### src/rtl/tdc_data_tx_if.sv
// Word handshake between a TDC hit source and the tdc_data_tx serializer.
interface tdc_data_tx_if;
  logic [31:0] DATA_IN;
  logic        DATA_VALID;
  logic        DATA_READY;

  modport master (output DATA_IN, output DATA_VALID, input DATA_READY);
  modport slave  (input DATA_IN, input DATA_VALID, output DATA_READY);
endinterface

### src/rtl/tdc_data_tx.sv
// Buffers 32-bit hit words in a small FIFO and sends each one as a framed,
// odd-parity serial frame on DATA_OUT (start, 32 data MSB first, parity, stop).
module tdc_data_tx #(
  parameter int CLK_DIV    = 10,
  parameter int STOP_BITS  = 1,
  parameter int FIFO_DEPTH = 4
) (
  input  logic                        CLK,
  input  logic                        RESETB,
  input  logic                        ENABLE,
  tdc_data_tx_if.slave                hit,
  output logic                        DATA_OUT,
  output logic                        BUSY,
  output logic [$clog2(FIFO_DEPTH):0] FIFO_COUNT
);
  localparam int AW = $clog2(FIFO_DEPTH);
  localparam int CW = AW + 1;

  typedef enum logic [2:0] {
    IDLE   = 3'd0,
    START  = 3'd1,
    DATA   = 3'd2,
    PARITY = 3'd3,
    STOP   = 3'd4
  } state_t;

  function automatic logic odd_parity(input logic [31:0] word);
    return ~^word;
  endfunction

  state_t        state_r, state_s;
  logic [7:0]    timer_r, timer_s;
  logic [4:0]    bit_r, bit_s;
  logic [1:0]    stop_r, stop_s;
  logic [31:0]   shift_r, shift_s;
  logic          parity_r, parity_s;
  logic [31:0]   mem_r [FIFO_DEPTH];
  logic [AW-1:0] wr_ptr_r, rd_ptr_r;
  logic [CW-1:0] count_r, count_s;
  logic          ready_r, data_out_r, busy_r;
  logic          push_s, pop_s, bit_end_s, start_ok_s, line_s, busy_s;
  logic [31:0]   head_s;

  // Next-state, bit timing, FIFO accounting and line level
  always_comb begin
    push_s     = hit.DATA_VALID & ready_r;
    head_s     = mem_r[rd_ptr_r];
    bit_end_s  = (timer_r == 8'(CLK_DIV - 1));
    start_ok_s = ENABLE & (count_r != CW'(0));
    state_s    = state_r;
    timer_s    = bit_end_s ? 8'd0 : timer_r + 8'd1;
    bit_s      = bit_r;
    stop_s     = stop_r;
    shift_s    = shift_r;
    parity_s   = parity_r;
    pop_s      = 1'b0;
    case (state_r)
      IDLE: begin
        timer_s = 8'd0;
        if (start_ok_s) begin
          pop_s    = 1'b1;
          state_s  = START;
          shift_s  = head_s;
          parity_s = odd_parity(head_s);
        end else begin
          state_s = IDLE;
        end
      end
      START: begin
        if (bit_end_s) begin
          state_s = DATA;
          bit_s   = 5'd31;
        end else begin
          state_s = START;
        end
      end
      DATA: begin
        if (bit_end_s) begin
          if (bit_r == 5'd0) begin
            state_s = PARITY;
          end else begin
            shift_s = {shift_r[30:0], 1'b0};
            bit_s   = bit_r - 5'd1;
          end
        end else begin
          state_s = DATA;
        end
      end
      PARITY: begin
        if (bit_end_s) begin
          state_s = STOP;
          stop_s  = 2'd0;
        end else begin
          state_s = PARITY;
        end
      end
      STOP: begin
        if (bit_end_s) begin
          if (stop_r == 2'(STOP_BITS - 1)) begin
            // Back-to-back frames: the next start bit follows the last stop bit directly
            if (start_ok_s) begin
              pop_s    = 1'b1;
              state_s  = START;
              shift_s  = head_s;
              parity_s = odd_parity(head_s);
            end else begin
              state_s = IDLE;
            end
          end else begin
            stop_s = stop_r + 2'd1;
          end
        end else begin
          state_s = STOP;
        end
      end
      default: begin
        state_s = IDLE;
        timer_s = 8'd0;
      end
    endcase

    case ({push_s, pop_s})
      2'b10:   count_s = count_r + CW'(1);
      2'b01:   count_s = count_r - CW'(1);
      default: count_s = count_r;
    endcase

    case (state_r)
      IDLE:    line_s = 1'b1;
      START:   line_s = 1'b0;
      DATA:    line_s = shift_r[31];
      PARITY:  line_s = parity_r;
      STOP:    line_s = 1'b1;
      default: line_s = 1'b1;
    endcase
    busy_s = (state_r != IDLE) | (count_r != CW'(0));
  end

  // Frame sequencer registers
  always_ff @(posedge CLK or negedge RESETB) begin
    if (!RESETB) begin
      state_r  <= IDLE;
      timer_r  <= 8'd0;
      bit_r    <= 5'd0;
      stop_r   <= 2'd0;
      shift_r  <= 32'd0;
      parity_r <= 1'b0;
    end else begin
      state_r  <= state_s;
      timer_r  <= timer_s;
      bit_r    <= bit_s;
      stop_r   <= stop_s;
      shift_r  <= shift_s;
      parity_r <= parity_s;
    end
  end

  // FIFO pointers, occupancy and ready flag
  always_ff @(posedge CLK or negedge RESETB) begin
    if (!RESETB) begin
      wr_ptr_r <= AW'(0);
      rd_ptr_r <= AW'(0);
      count_r  <= CW'(0);
      ready_r  <= 1'b0;
    end else begin
      if (push_s) wr_ptr_r <= wr_ptr_r + AW'(1);
      if (pop_s) rd_ptr_r <= rd_ptr_r + AW'(1);
      count_r <= count_s;
      ready_r <= (count_s != CW'(FIFO_DEPTH));
    end
  end

  // FIFO word storage
  always_ff @(posedge CLK or negedge RESETB) begin
    if (!RESETB) begin
      for (int i = 0; i < FIFO_DEPTH; i++) mem_r[i] <= 32'd0;
    end else if (push_s) begin
      mem_r[wr_ptr_r] <= hit.DATA_IN;
    end
  end

  // Line and status outputs, registered so the line never glitches
  always_ff @(posedge CLK or negedge RESETB) begin
    if (!RESETB) begin
      data_out_r <= 1'b1;
      busy_r     <= 1'b0;
    end else begin
      data_out_r <= line_s;
      busy_r     <= busy_s;
    end
  end

  assign DATA_OUT       = data_out_r;
  assign BUSY           = busy_r;
  assign FIFO_COUNT     = count_r;
  assign hit.DATA_READY = ready_r;
endmodule

### src/flat_wrapper.sv
// flat-port wrapper written by rule: the top's interface ports become plain ports
module tdc_data_tx_flat 
#(
  parameter int CLK_DIV    = 10,
  parameter int STOP_BITS  = 1,
  parameter int FIFO_DEPTH = 4
)
  (CLK, RESETB, ENABLE, DATA_OUT, BUSY, FIFO_COUNT, hit_DATA_IN, hit_DATA_VALID, hit_DATA_READY);
  tdc_data_tx_if hit_i ();
  input  logic CLK;
  input  logic RESETB;
  input  logic ENABLE;
  output logic DATA_OUT;
  output logic BUSY;
  output logic [$clog2(FIFO_DEPTH):0] FIFO_COUNT;
  input wire logic [$bits(hit_i.DATA_IN)-1:0] hit_DATA_IN;
  input wire logic [$bits(hit_i.DATA_VALID)-1:0] hit_DATA_VALID;
  output wire logic [$bits(hit_i.DATA_READY)-1:0] hit_DATA_READY;
  assign hit_i.DATA_IN = hit_DATA_IN;
  assign hit_i.DATA_VALID = hit_DATA_VALID;
  assign hit_DATA_READY = hit_i.DATA_READY;
  tdc_data_tx #(.CLK_DIV(CLK_DIV), .STOP_BITS(STOP_BITS), .FIFO_DEPTH(FIFO_DEPTH)) u_core (.CLK(CLK), .RESETB(RESETB), .ENABLE(ENABLE), .hit(hit_i), .DATA_OUT(DATA_OUT), .BUSY(BUSY), .FIFO_COUNT(FIFO_COUNT));
endmodule
### config.mk
export PLATFORM = sky130hd
export DESIGN_NAME = tdc_data_tx_flat
export DESIGN_NICKNAME = d
export VERILOG_FILES = /design/src/rtl/tdc_data_tx_if.sv /design/src/rtl/tdc_data_tx.sv /design/src/flat_wrapper.sv
export SDC_FILE = /design/constraint.sdc
export NUM_CORES = 1
export LEC_CHECK = 0
export BUFFER_PORTS_ARGS = -buffer_cell sky130_fd_sc_hd__buf_2
export CORE_ASPECT_RATIO = 0.5
export CORE_MARGIN = 5
export CORE_UTILIZATION = 30
export CTS_BUF_LIST = sky130_fd_sc_hd__clkbuf_4 sky130_fd_sc_hd__clkbuf_8
export CTS_CLUSTER_DIAMETER = 120
export CTS_CLUSTER_SIZE = 20
export DETAILED_ROUTE_END_ITERATION = 12
export PLACE_DENSITY = 0.49
export SETUP_SLACK_MARGIN = 0.4
export SYNTH_ARGS = -nofsm -noshare
export SYNTH_HDL_FRONTEND = slang
export SYNTH_SLANG_ARGS = --single-unit
### constraint.sdc
create_clock -name CLK -period 3.9 [get_ports CLK]
set_clock_uncertainty 0.05 [all_clocks]
set_input_delay 0.195 -clock CLK [delete_from_list [all_inputs] [get_ports CLK]]
set_output_delay 0.195 -clock CLK [all_outputs]
set_load 0.01 [all_outputs]
==> results.txt <==
status = completed
CP endpoint kind = flip-flop
Post-Syn Area = 0.00869 mm^2
Post-CTS Setup Bufs = 0
row count = 44
synthesis-to-layout area growth = 16.8%
Placer Congestion = 0.735
asr flop ratio synth = 100%
Post-synth top cells = 188 x dfrtp_1, 129 x mux2_2, 53 x nor2_1
Nets = 749
Slew Viols, Final = 0
setup_tns = 0 ns
clock period minus final worst setup slack = 2.85 ns
largest net degree at the start of global routing = 119
Max Buffers Root-to-Sink = 2
initial antenna violation count = 0
top post-synthesis cells by area = dfrtp_1 54%, mux2_2 17%, mux4_2 6.2%
Ports = 42
FF+latch count, synth = 189
RSZ-0062 raised after global routing = false
Via density = 4.54
P_int = 0.00484 W
crit path kind = reg -> reg
post-synth top area share = 54.1%
hold-fix buffers at CTS = 33
Synth cell types = 33
Post-synth EDFFs = 0
Antenna Nets Post-Route = 0
register area share after synthesis = 54.4%
GRT Total Usage = 11.5%
core box area = 0.0288 mm^2
GR Overflow Total = 0
sw frac = 30.5%
MaxCap Viol Count = 0
I/O Buffers = 41
Arrival @ worst endpoint = 3.18 ns
clock latency at the later pin of the worst-skew pair = 0.48 ns
pwr dens = 687 mW/mm^2
Hold Path Class = in -> reg
CP max FO = 14
Fin. Hold Viols = 0
share of layout cells above drive strength 1 = 34.5%
full die area = 0.0327 mm^2
CTS clock-pin slew for the worst setup and hold paths = 0.10 ns
CTS Buf Count = 17
Via Count = 5,022
crit start category = flip-flop
Die W = 251 um
clock sink total = 189
Clk network pwr share = 20.4%
Psw = 0.00213 W
Syn. warnings = 0
Synth Net Count = 675
Worst slew margin = 35.2%
WL final = 17,600 um
DRC Markers = 0
Combinational Power Share = 36.3%
routed length per instance = 15.9 um
Mapped Cells = 628
clk root buf = clkbuf_8
Layout Utilization = 35.3%
DR iter-0 viols = 313
final period utilization = 73.1%
Starting Density = 30.2%
Die Height = 130 um
Final setup viols = 0
VDD IR-drop max = 0.260 mV
First-pass DRT Iterations = 4
Flop pwr share = 43.2%
Final Cell Area = 0.0102 mm^2
Placed Area = 0.00939 mm^2
top_reg_cell synth = dfrtp_1
Avg Cell Area, Syn = 13.8 um^2
leak pwr = 4.27 nW
first-pass GRT wire length = 29,700 um
Final HPWL DP = 10,700 um
Resized cells post-CTS = 0
Synth area leader = dfrtp_1
fmax = 0.351 GHz
TritonCTS clock tree = built
Worst EP required = 4.23 ns
n_diodes = 0
number of global-route vias before repair = 5,377
Least-Margin Pin Slew = 0.972 ns
H-tree Lvls = 4
most frequent cell after synthesis = dfrtp_1
[registers in the layout, indices dropped and copies added (netlist names), 2 cells and up]
name and flops:
u_core.state_r 3, u_core.wr_ptr_r 2, u_core.rd_ptr_r 2, u_core.timer_r 8, u_core.stop_r 2, u_core.FIFO_COUNT 3, u_core.bit_r 5, u_core.mem_r 128
u_core.shift_r 32
[worst max-delay path, stage by stage, from the launching register on]
cell and delay [ns]:
dfrtp_2 0.65, buf_12 0.24, mux4_1 0.61, xor2_1 0.20, xnor2_1 0.14, xnor2_1 0.31
xnor2_1 0.15, xnor2_1 0.14, mux2_4 0.25
[path summary, 6_finish.rpt]
kind                                     from  cells past startpoint  slack (ns)                  to
min reg2reg                  u_core.stop_r[0]                      1        0.45    u_core.stop_r[0]
min in group asynchronous              RESETB                      2        0.34   u_core.mem_r[105]
min                            hit_DATA_VALID                      3        0.08  u_core.wr_ptr_r[0]
max in group asynchronous              RESETB                      3        2.49    u_core.mem_r[80]
max reg2reg                u_core.rd_ptr_r[0]                      8        1.05     u_core.parity_r
max                        u_core.rd_ptr_r[0]                      8        1.05     u_core.parity_r
[power by group through the flow]
stage	clock network, W	logic, W	registers (W)
after global routing	0.00156	0.00276	0.00310
after global placement	0	0.00250	0.00306
after floorplan	0	0.00206	0.00293
after detailed placement	0	0.00256	0.00306
after CTS	0.00148	0.00259	0.00302
final	0.00143	0.00253	0.00302
[placed cells by master, fill, tap and decap left out, types with 6 or more instances in the layout]
cell type / instances
dfrtp_1: 187
mux2_2: 129
nor2_1: 52
buf_2: 40
a21oi_1: 39
xnor2_1: 34
dlygate4sd3_1: 33
mux2i_1: 31
mux4_2: 24
clkbuf_8: 19
nand2_1: 15
inv_1: 12
xor2_1: 12
ha_1: 10
buf_4: 10
mux4_1: 8
o21ai_0: 7
nand3_1: 6
[cell type report]
cell class | instances | area [um^2]
clock inverter | 13 | 175
multi-input combinational | 396 | 3800
tap | 391 | 489
fill | 2808 | 18600
inverter | 12 | 45.0
sequential | 189 | 4730
timing repair buffer | 86 | 659
clock buffer | 19 | 255
[kinds of logic after synthesis]
kind of cell    share of synthesized area, %
compound gates                          2.99
fa+ha+maj                               1.67
simple gates                            4.85
flops                                   54.4
xor+xnor                                4.64
mux                                     29.1
buf+inv                                 2.32
[layer usage]
| metal | routed length (um) | track usage (%) | vias up | share of wire, % |
|---|---|---|---|---|
| met4 | 207 | 3.37 | 0 | 1.2 |
| met2 | 8060 | 18.3 | 28 | 46 |
| met1 | 8940 | 15.9 | 2603 | 51 |
| met3 | 346 | 2.69 | 13 | 2.0 |
| met5 | 0 | 0 | - | 0 |
| li1 | - | - | 2378 | - |
[per-stage QoR]
| stage | total power [W] | setup slack [ns] | instances | hold WS (ns) |
|---|---|---|---|---|
| 4_1_cts | 0.00710 | 1.00 | 1106 | 0.0422 |
| 3_3_place_gp | 0.00556 | 1.02 | 1041 | 0.381 |
| 6_report | 0.00697 | 1.05 | 1106 | 0.0769 |
| 2_1_floorplan | 0.00500 | 1.12 | 628 | -0.151 |
| 3_5_place_dp | 0.00562 | 1.03 | 1041 | 0.376 |
| 5_1_grt | 0.00742 | 0.861 | 1106 | 0.0523 |
(Power assumes the default switching activity.)
